[src/rtl/fifo_drain_arbiter.sv]
// fifo_drain_arbiter: round-robin drain scheduler sharing one downstream
// consumer between NUM_SRC synchronous FIFOs. Pops at most one FIFO per cycle,
// stays on a source for up to MAX_BURST words, and lets an almost-full source
// preempt a non-urgent burst. The popped head word is registered into a
// valid/ready output stage, giving one cycle of pop-to-output latency.
module fifo_drain_arbiter #(
  parameter int NUM_SRC   = 4,
  parameter int WIDTH     = 32,
  parameter int MAX_BURST = 4
) (
  input  logic                       clock,
  input  logic                       rstn,
  input  logic                       enable,
  input  logic [NUM_SRC-1:0]         src_empty,
  input  logic [NUM_SRC-1:0]         src_almost_full,
  input  logic [NUM_SRC*WIDTH-1:0]   src_rd_data,
  output logic [NUM_SRC-1:0]         src_rd_en,
  output logic                       out_valid,
  input  logic                       out_ready,
  output logic [WIDTH-1:0]           out_data,
  output logic [$clog2(NUM_SRC)-1:0] out_src
);

  localparam int IDX_W = $clog2(NUM_SRC);
  localparam int CNT_W = $clog2(MAX_BURST + 1);

  typedef enum logic {
    S_IDLE  = 1'b0,
    S_BURST = 1'b1
  } state_t;

  state_t           state_q, state_d;
  logic [IDX_W-1:0] grant_q, grant_d;
  logic [IDX_W-1:0] rr_ptr_q, rr_ptr_d;
  logic [CNT_W-1:0] burst_cnt_q, burst_cnt_d;
  logic             out_valid_q, out_valid_d;
  logic [WIDTH-1:0] out_data_q, out_data_d;
  logic [IDX_W-1:0] out_src_q, out_src_d;

  logic [WIDTH-1:0]   head [NUM_SRC];
  logic [NUM_SRC-1:0] urgent;
  logic [NUM_SRC-1:0] grant_oh;
  logic               can_load;
  logic               any_ne;
  logic               other_urgent;
  logic               burst_end;

  logic               urg_found;
  logic               ne_found;
  logic [IDX_W-1:0]   urg_idx;
  logic [IDX_W-1:0]   ne_idx;
  logic [IDX_W-1:0]   scan_idx;
  logic [IDX_W-1:0]   sel_idx;

  logic               pop;
  logic [IDX_W-1:0]   pop_idx;

  // Split the flat head-data bus and derive per-source urgency and load space.
  always_comb begin
    for (int i = 0; i < NUM_SRC; i++) begin
      head[i] = src_rd_data[i*WIDTH +: WIDTH];
    end
    urgent       = src_almost_full & ~src_empty;
    any_ne       = |(~src_empty);
    can_load     = !out_valid_q || out_ready;
    grant_oh     = NUM_SRC'(1) << grant_q;
    other_urgent = |(urgent & ~grant_oh);
  end

  // Scan sources starting just after rr_ptr, wrapping; urgent sources win,
  // otherwise the first non-empty source in the same order is taken.
  always_comb begin
    urg_found = 1'b0;
    ne_found  = 1'b0;
    urg_idx   = '0;
    ne_idx    = '0;
    scan_idx  = '0;
    for (int k = 1; k <= NUM_SRC; k++) begin
      scan_idx = IDX_W'((int'(rr_ptr_q) + k) % NUM_SRC);
      if (!urg_found && urgent[scan_idx]) begin
        urg_found = 1'b1;
        urg_idx   = scan_idx;
      end
      if (!ne_found && !src_empty[scan_idx]) begin
        ne_found = 1'b1;
        ne_idx   = scan_idx;
      end
    end
    sel_idx = urg_found ? urg_idx : ne_idx;
  end

  // Burst terminates on count limit, source drained, enable drop, or a
  // different source becoming urgent while the current one is not.
  always_comb begin
    burst_end = (burst_cnt_q == CNT_W'(MAX_BURST)) ||
                src_empty[grant_q] ||
                !enable ||
                (other_urgent && !urgent[grant_q]);
  end

  // Scheduler next-state: grant selection, burst accounting and pop decision.
  always_comb begin
    state_d     = state_q;
    grant_d     = grant_q;
    rr_ptr_d    = rr_ptr_q;
    burst_cnt_d = burst_cnt_q;
    pop         = 1'b0;
    pop_idx     = grant_q;

    unique case (state_q)
      S_IDLE: begin
        if (enable && any_ne) begin
          grant_d = sel_idx;
          pop_idx = sel_idx;
          state_d = S_BURST;
          if (can_load) begin
            pop         = 1'b1;
            burst_cnt_d = CNT_W'(1);
          end else begin
            burst_cnt_d = '0;
          end
        end
      end

      S_BURST: begin
        if (burst_end) begin
          // The end cycle is the single bubble between grants.
          rr_ptr_d    = grant_q;
          burst_cnt_d = '0;
          state_d     = S_IDLE;
        end else if (can_load) begin
          pop         = 1'b1;
          burst_cnt_d = burst_cnt_q + CNT_W'(1);
        end
      end

      default: begin
        state_d = S_IDLE;
      end
    endcase
  end

  // Pop strobe is combinational and forced low while reset is asserted.
  always_comb begin
    src_rd_en = '0;
    if (pop && rstn) begin
      src_rd_en = NUM_SRC'(1) << pop_idx;
    end
  end

  // Output stage: a pop loads a new word (retiring any accepted one in the
  // same edge); otherwise an accepted word empties the stage.
  always_comb begin
    out_valid_d = out_valid_q;
    out_data_d  = out_data_q;
    out_src_d   = out_src_q;
    if (pop) begin
      out_valid_d = 1'b1;
      out_data_d  = head[pop_idx];
      out_src_d   = pop_idx;
    end else if (out_ready) begin
      out_valid_d = 1'b0;
    end
  end

  // Scheduler state registers.
  always_ff @(posedge clock or negedge rstn) begin
    if (!rstn) begin
      state_q     <= S_IDLE;
      grant_q     <= '0;
      rr_ptr_q    <= IDX_W'(NUM_SRC - 1);
      burst_cnt_q <= '0;
    end else begin
      state_q     <= state_d;
      grant_q     <= grant_d;
      rr_ptr_q    <= rr_ptr_d;
      burst_cnt_q <= burst_cnt_d;
    end
  end

  // Output stage registers; reset discards any un-accepted word.
  always_ff @(posedge clock or negedge rstn) begin
    if (!rstn) begin
      out_valid_q <= 1'b0;
      out_data_q  <= '0;
      out_src_q   <= '0;
    end else begin
      out_valid_q <= out_valid_d;
      out_data_q  <= out_data_d;
      out_src_q   <= out_src_d;
    end
  end

  assign out_valid = out_valid_q;
  assign out_data  = out_data_q;
  assign out_src   = out_src_q;

endmodule
[config.mk]
export PLATFORM = sky130hd
export DESIGN_NAME = fifo_drain_arbiter
export DESIGN_NICKNAME = d
export VERILOG_FILES = /design/src/rtl/fifo_drain_arbiter.sv
export SDC_FILE = /design/constraint.sdc
export NUM_CORES = 1
export LEC_CHECK = 0
export CORE_ASPECT_RATIO = 0.8
export CORE_MARGIN = 1.5
export CORE_UTILIZATION = 50
export DETAILED_ROUTE_END_ITERATION = 10
export DONT_BUFFER_PORTS = 1
export GPL_ROUTABILITY_DRIVEN = 0
export HOLD_SLACK_MARGIN = 0.1
export PLACE_DENSITY = 0.61
export SETUP_SLACK_MARGIN = 0.15
export SYNTH_ARGS = -nofsm -noshare
export SYNTH_HDL_FRONTEND = slang
export SYNTH_SLANG_ARGS = --single-unit
[constraint.sdc]
create_clock -name clock -period 3.2 [get_ports clock]
set_clock_uncertainty 0.2 [all_clocks]
set_input_delay 0.64 -clock clock [delete_from_list [all_inputs] [get_ports clock]]
set_output_delay 0.64 -clock clock [all_outputs]
set_load 0.02 [all_outputs]
==> key figures <==
Synth
  • Sequential fraction of the synthesis area: 0.3232
  • Area leader, netlist: dfrtp_1
  • Most common cell in the netlist: mux2i_1
  • Post-Syn Instances: 308
  • Netlist cell types: 53
  • Top area cells in the synthesized netlist: dfrtp_1 (31%), mux2i_1 (29%), mux2_2 (12%)
  • Synth Cell Area: between 0.003 and 0.004 sq mm
  • Mapped Nets: between 400 and 500
  • Top-area cell type share of the netlist area: 0.3075
  • Post-synth top cells: mux2i_1 (98), dfrtp_1 (41), mux2_2 (35)
  • Post-synthesis async set-or-reset flop share: 1.000
  • Top FF cell, synth: dfrtp_1
  • Ys Warns: 0
  • Synth Register Bits: 43
  • Post-synth EDFFs: 0
  • Avg Cell Area, Syn: ~11 sq um

Drt
  • WL met1: roughly 3.7 mm
  • Final WL: slightly below 9 mm
  • First DRT Iteration DRCs: 84
  • # DRC: 0
  • Router iterations before antenna repair: 4
  • Vias: 2577
  • Drt via density: around 6.3
  • Uppermost layer routed: met4
  • Routed Antenna Nets: 0
  • Routed len/inst: around 21 microns
  • Met2 wire length: 4.177 mm
  • Met3 wire length: a little over 700 microns

GRT
  • Pin count of the biggest net entering global routing: 44
  • Overflow after GRT: 0
  • Vias in the first global route: 2508
  • Initial antenna violation count: 0
  • Total track usage: 0.2196
  • Global-route wire length before repair: 12.48 mm

Clock network
  • H-tree Lvls: 2
  • CTS tree: done
  • Clock buffer depth: 2
  • Sinks on Clock Net: between 40 and 50
  • Clk_lat worst skew: approximately 0.29 ns
  • Root Buffer: clkbuf_8
  • CTS clk-pin slew, worst paths: 0.08 ns
  • TritonCTS Buffers: 5

Placement
  • Placed Area: around 0.0035 sq mm
  • DP HPWL: ~5.8 mm
  • Post-place setup slack: roughly 0.016 ns
  • IO Port Bufs: 0

Floorplanning
  • IO Count: about 180
  • Die H: approximately 76 microns
  • Row count: 26
  • Core area: between 0.006 and 0.007 sq mm
  • Die area: a little over 0.007 sq mm
  • Starting Density: 0.5207
  • X dimension of the die: around 94 microns

Power
  • P_sw: ~1.7 mW
  • P_int: roughly 2.3 mW
  • Clock power frac: 0.098
  • VDD IR max: between 0.4 and 0.5 mV
  • Combinational Power Share: 0.570
  • LEAKAGE: 1.796 nW
  • Share of power burned in registers: 0.332
  • Power Total: approximately 4 mW
  • Switching Fraction: 0.4287
  • PwrDens: 999.1 mW/mm^2

Flow run
  • Max-cap violations: 0

STA
  • Period utilisation layout: 0.9866
  • Rel. slew slack: 0.6428
  • Final setup viols: 0
  • Max Fclk: 0.3167 GHz
  • Slew at the pin with the worst max-slew slack: ~0.53 ns
  • Final worst slack: ~0.043 ns
  • Final hold viol count: 0
  • Pins Over Slew Limit: 0
  • RSZ-0062 raised after global routing: true
  • Worst hold slack: 0.3746 ns
  • Period minus WS final: between 3 and 4 ns

Finish
  • Ratio of cells with drive above 1 in the final layout: 0.3476
  • Fillcell total: between 500 and 600
  • Nets: ~470
  • Area delta synth->final: 20.02%
  • Antenna Cells: 0
  • Final instance area: 0.004005 sq mm

Min path
  • Beginning of the worst hold path: burst_cnt_q[1]
  • Hold path cells: 2
  • Hold path endpoint: burst_cnt_q[1]
  • Hold WC Path Type: flip-flop to flip-flop

Setup path
  • Reg2Reg Depth: 12
  • Worst EP required: between 2 and 2.5 ns
  • Startpoint type of the worst setup path: flip-flop
  • Delay-heaviest family, CP: simple AND/OR/NAND/NOR gates
  • Worst r2r dst: out_data[31]
  • Worst-path cell chain: and2b_2 -> nand2_1 -> a2111oi_4 -> o31a_2 -> a21oi_4 -> nand3b_1 -> nor2_4
  • Crit path buf inv count: 0
  • Critical path peak fanout: 8
  • WP data arrival: approximately 2.3 ns
  • CP endpoint kind: primary output
  • R2r startpoint: rr_ptr_q[1]
  • Crit path from: rr_ptr_q[1]
  • Critical path class: flip-flop to primary output
  • CP peak stage delay: roughly 0.64 ns
  • Slowest-stage cell, CP: dfstp_2
  • FF-to-FF setup slack: approximately 0.21 ns

Status
  • Outcome: finished clean
cell type report:
class                      count  area [sq um]  area share
clock buffer                   7         96.34     0.02405
inverter                       8         30.03    0.007498
clock inverter                 1         7.507    0.001874
tap                           84         105.1     0.02624
multi-input combinational    234          2235      0.5580
sequential                    43          1079      0.2693
timing repair buffer          35         452.9      0.1131
cell usage in the layout, fill, tap and decap left out, types with 3 or more instances in the layout:
| master | instances |
|---|---|
| buf_16 | 3 |
| nor2b_1 | 5 |
| mux2i_1 | 93 |
| dfrtp_1 | 41 |
| clkbuf_16 | 5 |
| nor2_4 | 5 |
| o211ai_1 | 3 |
| a31oi_1 | 3 |
| o21ai_1 | 3 |
| nor2_1 | 3 |
| mux2_2 | 35 |
| mux2i_2 | 5 |
| nand2_1 | 16 |
| a22oi_1 | 3 |
| a21oi_2 | 3 |
| clkbuf_8 | 7 |
| nand2b_1 | 4 |
| inv_1 | 7 |
| buf_4 | 21 |
| o22ai_1 | 3 |
cells by family after synthesis:
family,synth area share
multiplexers,0.4154
AND/OR/NAND/NOR,0.08137
AO/OA/AOI/OAI,0.1136
flip-flops,0.3232
buffers and inverters,0.05887
adder cells (fa/ha/maj),0.007498
sequential cells by signal (all words and copies together) (netlist names):
name / count
out_src: 2
out_valid: 1
out_data: 32
rr_ptr_q: 2
grant_q: 2
burst_cnt_q: 3
state_q: 1
stage by stage:
step / util / instances / TNS, ns
3_5_place_dp: 0.5430 / 383 / 0
6_report: 0.6250 / 412 / 0
3_3_place_gp: 0.5430 / 383 / 0
2_1_floorplan: - / 308 / -0.02156
4_1_cts: 0.5875 / 405 / 0
5_1_grt: 0.6250 / 412 / -0.1802
per-layer routing:
layer,GRT usage,up-vias
met3,0.05788,12
li1,-,1188
met2,0.3381,125
met1,0.3015,1252
met4,0.06567,0
met5,0,-
how the worst max path moves through the flow:
stage | slack [ns] | end | cells after the start
3_5_place_dp | 0.02 | src_rd_en[0] | 7
2_1_floorplan | -0.02 | src_rd_en[0] | 9
3_3_place_gp | 0.06 | src_rd_en[0] | 7
5_1_grt | -0.07 | src_rd_en[2] | 7
4_1_cts | 0.05 | src_rd_en[0] | 8
6_report | 0.04 | src_rd_en[2] | 7
power groups by stage:
| stage | Sequential [mW] | Clock (mW) | Combinational, mW |
|---|---|---|---|
| floorplan | 1.24 | 0 | 1.59 |
| global placement | 1.35 | 0 | 1.73 |
| detailed placement | 1.35 | 0 | 1.76 |
| CTS | 1.33 | 0.400 | 1.94 |
| global route | 1.37 | 0.422 | 2.45 |
| finish | 1.33 | 0.392 | 2.28 |
tightest hold or removal path, delay by kind of cell (launching register included):
family          cells  cell delay (ns)
compound gates      1             0.08
flops               1             0.38
buf+inv             1             0.08
timing repair:
action                                  CTS  global route
hold endpoints to repair                 43             0
gates resized for setup                  10            22
pin swaps                                12             6
endpoints found under the setup margin    4            36
cloned                                    0             6
hold buffers                              2             0
buffers inserted                         12             1
Note: power is estimated with default switching activity, not from simulation.
